`config.mk`:
```
export PLATFORM = sky130hd
export DESIGN_NAME = hazard_unit
export DESIGN_NICKNAME = d
export VERILOG_FILES = /design/src/rtl/mips_pkg.sv /design/src/rtl/hazard_fwd_sel.sv /design/src/rtl/hazard_unit.sv
export SDC_FILE = /design/constraint.sdc
export NUM_CORES = 1
export LEC_CHECK = 0
export ABC_CLOCK_PERIOD_IN_PS = 4300
export BUFFER_PORTS_ARGS = -buffer_cell sky130_fd_sc_hd__buf_4
export CORE_ASPECT_RATIO = 1.25
export CORE_MARGIN = 4
export CORE_UTILIZATION = 40
export CTS_CLUSTER_DIAMETER = 150
export DETAILED_ROUTE_END_ITERATION = 8
export GPL_TIMING_DRIVEN = 0
export PLACE_DENSITY = 0.69
export SYNTH_ARGS = -nofsm -noshare
export SYNTH_HDL_FRONTEND = slang
export SYNTH_SLANG_ARGS = --single-unit
```
`constraint.sdc`:
```
create_clock -name clk -period 4.3 [get_ports clk]
set_input_delay 0.215 -clock clk [delete_from_list [all_inputs] [get_ports clk]]
set_output_delay 0.215 -clock clk [all_outputs]
set_load 0.03 [all_outputs]
```
`src/rtl/mips_pkg.sv`:
```
// Shared definitions for the pipeline hazard unit: forwarding-mux encodings,
// memory-wait FSM state encodings and the register-match helper.
package mips_pkg;

    // Forwarding source select for the EXECUTE operand muxes
    localparam logic [1:0] FWD_RF  = 2'b00;  // value read from the register file
    localparam logic [1:0] FWD_WB  = 2'b01;  // value from the WRITEBACK stage
    localparam logic [1:0] FWD_MEM = 2'b10;  // value from the MEMORY stage

    // Memory-wait supervisor states
    typedef enum logic [1:0] {
        ST_RUN      = 2'b00,
        ST_MEM_WAIT = 2'b01,
        ST_ERR      = 2'b10
    } hz_state_t;

    // A producer matches a consumer only for a real register; $0 never matches
    function automatic logic reg_match(input logic [4:0] dst, input logic [4:0] src);
        return (dst != 5'd0) && (dst == src);
    endfunction

endpackage

```
`src/rtl/hazard_fwd_sel.sv`:
```
// Single-operand forwarding select for EXECUTE: MEMORY beats WRITEBACK,
// register file otherwise.
module hazard_fwd_sel
    import mips_pkg::*;
(
    input  logic [4:0] src,
    input  logic       wr_m,
    input  logic [4:0] dst_m,
    input  logic       wr_w,
    input  logic [4:0] dst_w,
    output logic [1:0] fwd
);

    // Priority compare: the younger (MEMORY) result shadows the older one
    always_comb begin
        fwd = FWD_RF;
        if (wr_m && reg_match(dst_m, src)) begin
            fwd = FWD_MEM;
        end else if (wr_w && reg_match(dst_w, src)) begin
            fwd = FWD_WB;
        end
    end

endmodule

```
`src/rtl/hazard_unit.sv`:
```
// Pipeline hazard unit: operand forwarding, load-use / branch stalls, decode
// flush on redirects, and a memory-wait supervisor that freezes the pipe and
// raises a sticky bus error after MEM_TIMEOUT wait cycles.
// Optional build macro HAZARD_PERF_EN adds stall_cnt / flush_cnt counters.
module hazard_unit
    import mips_pkg::*;
#(
    parameter int MEM_TIMEOUT = 255,
    parameter int CNT_W       = 32
) (
    input  logic             clk,
    input  logic             rst,
    input  logic [4:0]       rsD,
    input  logic [4:0]       rtD,
    input  logic [4:0]       rsE,
    input  logic [4:0]       rtE,
    input  logic [4:0]       dstE,
    input  logic [4:0]       dstM,
    input  logic [4:0]       dstW,
    input  logic             wriSigEXEC,
    input  logic             wriSigMEMO,
    input  logic             wriSigWRIT,
    input  logic             wriRegFromMemEXEC,
    input  logic             wriRegFromMemMEMO,
    input  logic             wriMemorySigMEMO,
    input  logic             branchD,
    input  logic             jrD,
    input  logic             takenD,
    input  logic             mem_ready,
    output logic             stall,
    output logic             freeze,
    output logic             flushD,
    output logic [1:0]       fwdAE,
    output logic [1:0]       fwdBE,
    output logic             fwdAD,
    output logic             fwdBD,
    output logic             bus_err
`ifdef HAZARD_PERF_EN
    ,
    output logic [CNT_W-1:0] stall_cnt,
    output logic [CNT_W-1:0] flush_cnt
`endif
);

    localparam int WAIT_W = $clog2(MEM_TIMEOUT + 1);
    localparam logic [WAIT_W-1:0] TIMEOUT_V   = WAIT_W'(MEM_TIMEOUT);
    localparam logic [WAIT_W:0]   TIMEOUT_EXT = (WAIT_W + 1)'(MEM_TIMEOUT);

    hz_state_t         state_reg;
    logic [WAIT_W-1:0] wait_cnt_reg;
    logic [WAIT_W-1:0] wait_cnt_next;
    logic [WAIT_W:0]   wait_inc;
    logic              timeout_hit;
    logic              bus_err_reg;
    logic              mem_req;
    logic              lwstall;
    logic              brstall;
    logic              dec_uses_e;
    logic              dec_uses_m;

    // ---------------- EXECUTE forwarding: one selector per operand ----------
    logic [4:0] src_e [2];
    logic [1:0] fwd_e [2];

    assign src_e[0] = rsE;
    assign src_e[1] = rtE;

    generate
        for (genvar gi = 0; gi < 2; gi++) begin : g_fwd
            hazard_fwd_sel u_fwd_sel (
                .src   (src_e[gi]),
                .wr_m  (wriSigMEMO),
                .dst_m (dstM),
                .wr_w  (wriSigWRIT),
                .dst_w (dstW),
                .fwd   (fwd_e[gi])
            );
        end
    endgenerate

    assign fwdAE = fwd_e[0];
    assign fwdBE = fwd_e[1];

    // DECODE forwarding (branch compare) only from MEMORY
    assign fwdAD = wriSigMEMO && reg_match(dstM, rsD);
    assign fwdBD = wriSigMEMO && reg_match(dstM, rtD);

    // ---------------- stalls and flush ---------------------------------------
    assign dec_uses_e = reg_match(dstE, rsD) || reg_match(dstE, rtD);
    assign dec_uses_m = reg_match(dstM, rsD) || reg_match(dstM, rtD);

    assign lwstall = wriRegFromMemEXEC && dec_uses_e;
    assign brstall = (branchD || jrD) &&
                     ((wriSigEXEC && dec_uses_e) || (wriRegFromMemMEMO && dec_uses_m));

    // A frozen pipe holds everything, so a stall would be redundant
    assign stall  = (lwstall || brstall) && !freeze;
    assign flushD = takenD && !stall && !freeze;

    // ---------------- memory-wait supervisor ---------------------------------
    assign mem_req = wriMemorySigMEMO || wriRegFromMemMEMO;

    // Wait counter arithmetic computed one bit wider so saturation never wraps
    assign wait_inc      = {1'b0, wait_cnt_reg} + (WAIT_W + 1)'(1);
    assign timeout_hit   = (wait_inc >= TIMEOUT_EXT);
    assign wait_cnt_next = timeout_hit ? TIMEOUT_V : wait_inc[WAIT_W-1:0];

    // Freeze is combinational so the pipe holds in the very cycle the access stalls
    always_comb begin
        freeze = 1'b0;
        case (state_reg)
            ST_RUN:      freeze = mem_req && !mem_ready;
            ST_MEM_WAIT: freeze = !mem_ready;
            ST_ERR:      freeze = 1'b1;
            default:     freeze = 1'b0;
        endcase
    end

    // FSM: RUN -> MEM_WAIT on an unfinished access, back on mem_ready, ERR on timeout
    always_ff @(posedge clk) begin
        if (rst) begin
            state_reg    <= ST_RUN;
            wait_cnt_reg <= '0;
            bus_err_reg  <= 1'b0;
        end else begin
            case (state_reg)
                ST_RUN: begin
                    if (mem_req && !mem_ready) begin
                        state_reg    <= ST_MEM_WAIT;
                        wait_cnt_reg <= '0;
                    end
                end
                ST_MEM_WAIT: begin
                    wait_cnt_reg <= wait_cnt_next;
                    if (mem_ready) begin
                        state_reg <= ST_RUN;
                    end else if (timeout_hit) begin
                        state_reg   <= ST_ERR;
                        bus_err_reg <= 1'b1;
                    end
                end
                ST_ERR: begin
                    bus_err_reg <= 1'b1;
                end
                default: begin
                    state_reg    <= ST_RUN;
                    wait_cnt_reg <= '0;
                    bus_err_reg  <= 1'b0;
                end
            endcase
        end
    end

    assign bus_err = bus_err_reg;

`ifdef HAZARD_PERF_EN
    logic [CNT_W-1:0] stall_cnt_reg;
    logic [CNT_W-1:0] flush_cnt_reg;

    // Free-running event counters; wrap naturally at 2^CNT_W
    always_ff @(posedge clk) begin
        if (rst) begin
            stall_cnt_reg <= '0;
            flush_cnt_reg <= '0;
        end else begin
            if (stall) begin
                stall_cnt_reg <= stall_cnt_reg + CNT_W'(1);
            end
            if (flushD) begin
                flush_cnt_reg <= flush_cnt_reg + CNT_W'(1);
            end
        end
    end

    assign stall_cnt = stall_cnt_reg;
    assign flush_cnt = flush_cnt_reg;
`endif

endmodule
```
==> results.md <==
* Status: finished, final reports clean
* Leakage at 0.723 nW
* I/O pin count at 57
* Clk buf depth at 2
* Max reg flops at 8
* Area Overhead vs Synth at 34.9%
* Max Clock Skew at approximately 0.0058 ns
* Worst IR drop on VDD at ~0.25 mV
* Die height at 71.8 um
* PwrDens at about 210 nW/um^2
* Post-cts sizing count at 0
* Register area share after synthesis at between 10% and 20%
* Final wirelength at 3950 um
* Core area at around 3000 sq um
* Final setup fails at 0
* Vias per cell at ~5.7
* Top post-synthesis cells by area: dfxtp_1 17%, xnor2_1 14%, xor2_1 14%
* Logic pwr share at approximately 49%
* Net switching power at approximately 0.00014 W
* Clock sinks at 11
* Setup CP Type: reg2reg
* # DRC at 0
* Initial antenna violation count at 0
* Fillers at ~280
* Die X at between 50 and 60 um
* DPL Wire Length at roughly 3300 um
* Mapped Cells at 171
* Final Max Tran Viols at 0
* Area leader, netlist: dfxtp_1
* Clk root buf: clkbuf_4
* Seq cells post-synth at 11
* DRT Pass-1 Iters at 4
* ANT nets after route at 0
* EDFF count, synth at 0
* Hold Crit Class: in2reg
* Initial core utilization at between 40 and 50%
* CP Max Fanout at 7
* Worst-Skew Late Latency at between 0.2 and 0.3 ns
* Synthesized area at approximately 1300 sq um
* Pwr Total at about 0.00036 W
* Unrepaired setup endpoints after global routing: no
* First-pass GRT wire length at 6370 um
* Routability Congestion at between 0.9 and 1
* Register area at approximately 220 sq um
* H-tree depth at 1
* Buffer count from post-CTS setup fixing at 0
* Avg Inst Size Synth at ~7.6 sq um
* Rel. slew slack at between 60% and 70%
* CP arrival at about 2.5 ns
* Yosys warns at 0
* Number of global-route vias before repair at 1,440
* TNS Setup at 0 ns
* Net Count, Synth at 224
* Total of max-cap violations at 0
* GRT Residual Overflow at 0
* Synth top area share at roughly 17%
* Num rows at 22
* Final nets at 280
* Final worst-path cycle share at 53.1%
* Number of CTS-inserted buffers at 3
* Footprint of the multi-input gates at between 1000 and 1500 sq um
* CP Capture Type: flop
* Largest net degree at the start of global routing at 11
* Total global-route track usage at approximately a fifth
* Worst Hold Launch: rst
* Clock slew at reported path FFs at approximately 0.080 ns
* Post-synth ARST share at 0%
* I/O Buffers at slightly above 50
* Flop pwr share at a little under a third
* Tmin final at 2.28 ns
* Worst setup SP type: flop
* Cell-internal power at around 0.00022 W
* Final hold viol count at 0
* Sw frac at 38.1%
* Worst Path Required at ~4.5 ns
* Worst Tran Pin Value at 0.599 ns
* Vias at around 1,500
* Top FF cell, synth: dfxtp_1
* Wire per inst at between 15 and 20 um
* Top cells by count, synth: 21 x xnor2_1, 21 x xor2_1, 12 x a21oi_1, 12 x nand3_1
* F_max at approximately 440 MHz
* Ratio of cells with drive above 1 in the final layout at about a quarter
* Die area at about 4200 sq um
* Post-CTS Hold Fix Bufs at 0
* 1st-iter DRT viols at 78
* Worst Setup SP: wait_cnt_reg[1]
* Reg2Reg Launch Point: wait_cnt_reg[1]
* Final core utilization at ~58%
* Power share of the clock group at 20.2%
* Antenna diode count at 0
* CTS tree: built
* Count of cell types in the netlist at 37
-- cell type report --
| cell class | instances | share of cell area, % |
|---|---|---|
| Timing Repair Buffer | 51 | 21.8 |
| Buffer | 11 | 2.57 |
| Clock buffer | 4 | 1.50 |
| Multi-Input combinational cell | 143 | 57.7 |
| Inverter | 6 | 1.28 |
| Tap cell | 36 | 2.57 |
| Sequential cell | 11 | 12.5 |
-- cell usage in the layout, fill, tap and decap left out, types with 6 or more instances in the layout --
cell      count
clkbuf_1      9
xnor2_1      21
xor2_1       21
nor2_1       11
dfxtp_1      11
nand3_1      12
ha_1          6
inv_1         6
a21oi_1      12
buf_4        51
nor3_1        7
nand2_1       9
-- power groups by stage --
stage	clock (W)	combinational, W	sequential, W
after floorplan	0	0.000106	0.000114
after CTS	0.0000751	0.000178	0.000111
after global placement	0	0.000174	0.000113
after global routing	0.0000825	0.000196	0.000112
after detailed placement	0	0.000177	0.000114
final	0.0000733	0.000179	0.000111
-- per-stage QoR --
| stage | instance area (sq um) | hold WS [ns] | setup WS [ns] | cells |
|---|---|---|---|---|
| after detailed placement | 1730 | 0.457 | 2.08 | 258 |
| after floorplan | 1300 | 0.288 | 1.87 | 171 |
| after global placement | 1730 | 0.446 | 2.12 | 258 |
| after global routing | 1760 | 0.163 | 1.80 | 262 |
| final | 1760 | 0.170 | 2.02 | 262 |
| after CTS | 1760 | 0.170 | 2.05 | 262 |
-- cells by family (layout without fill, tap and decap cells) --
group | Yosys count | in the layout | synth area share (%)
and+or+nand+nor | 55 | 55 | 22.2
muxes | 2 | 2 | 1.54
DFF | 11 | 11 | 16.9
AOI/OAI and AO/OA | 38 | 38 | 20.1
adders and majority gates | 6 | 6 | 5.77
buffers and inverters | 17 | 72 | 5.19
xor gates and xnor gates | 42 | 42 | 28.3
-- worst paths after layout --
path / endpoint / slack [ns] / depth (start not counted)
worst max-delay path: bus_err / 2.02 / 7
worst min-delay path: wait_cnt_reg[7] / 0.17 / 2
worst max register to register: bus_err / 2.02 / 7
worst min register to register: bus_err / 0.48 / 2
-- per-layer routing --
layer | vias to the layer above | share of wire [%] | global-route usage [%]
met5 | - | 0 | 0
met4 | 0 | 3.0 | 7.30
met3 | 12 | 7.7 | 2.34
met2 | 59 | 50 | 34.0
met1 | 684 | 39 | 21.5
li1 | 729 | - | -
-- worst max-delay path: stages (launching register included) --
cell	delay, ns
dfxtp_1	0.46
ha_1	0.37
and4_1	0.22
clkbuf_1	0.21
nand4_1	0.12
a311o_1	0.37
a31oi_1	0.24
mux2i_1	0.22
Power figures use the tool's default switching activity.
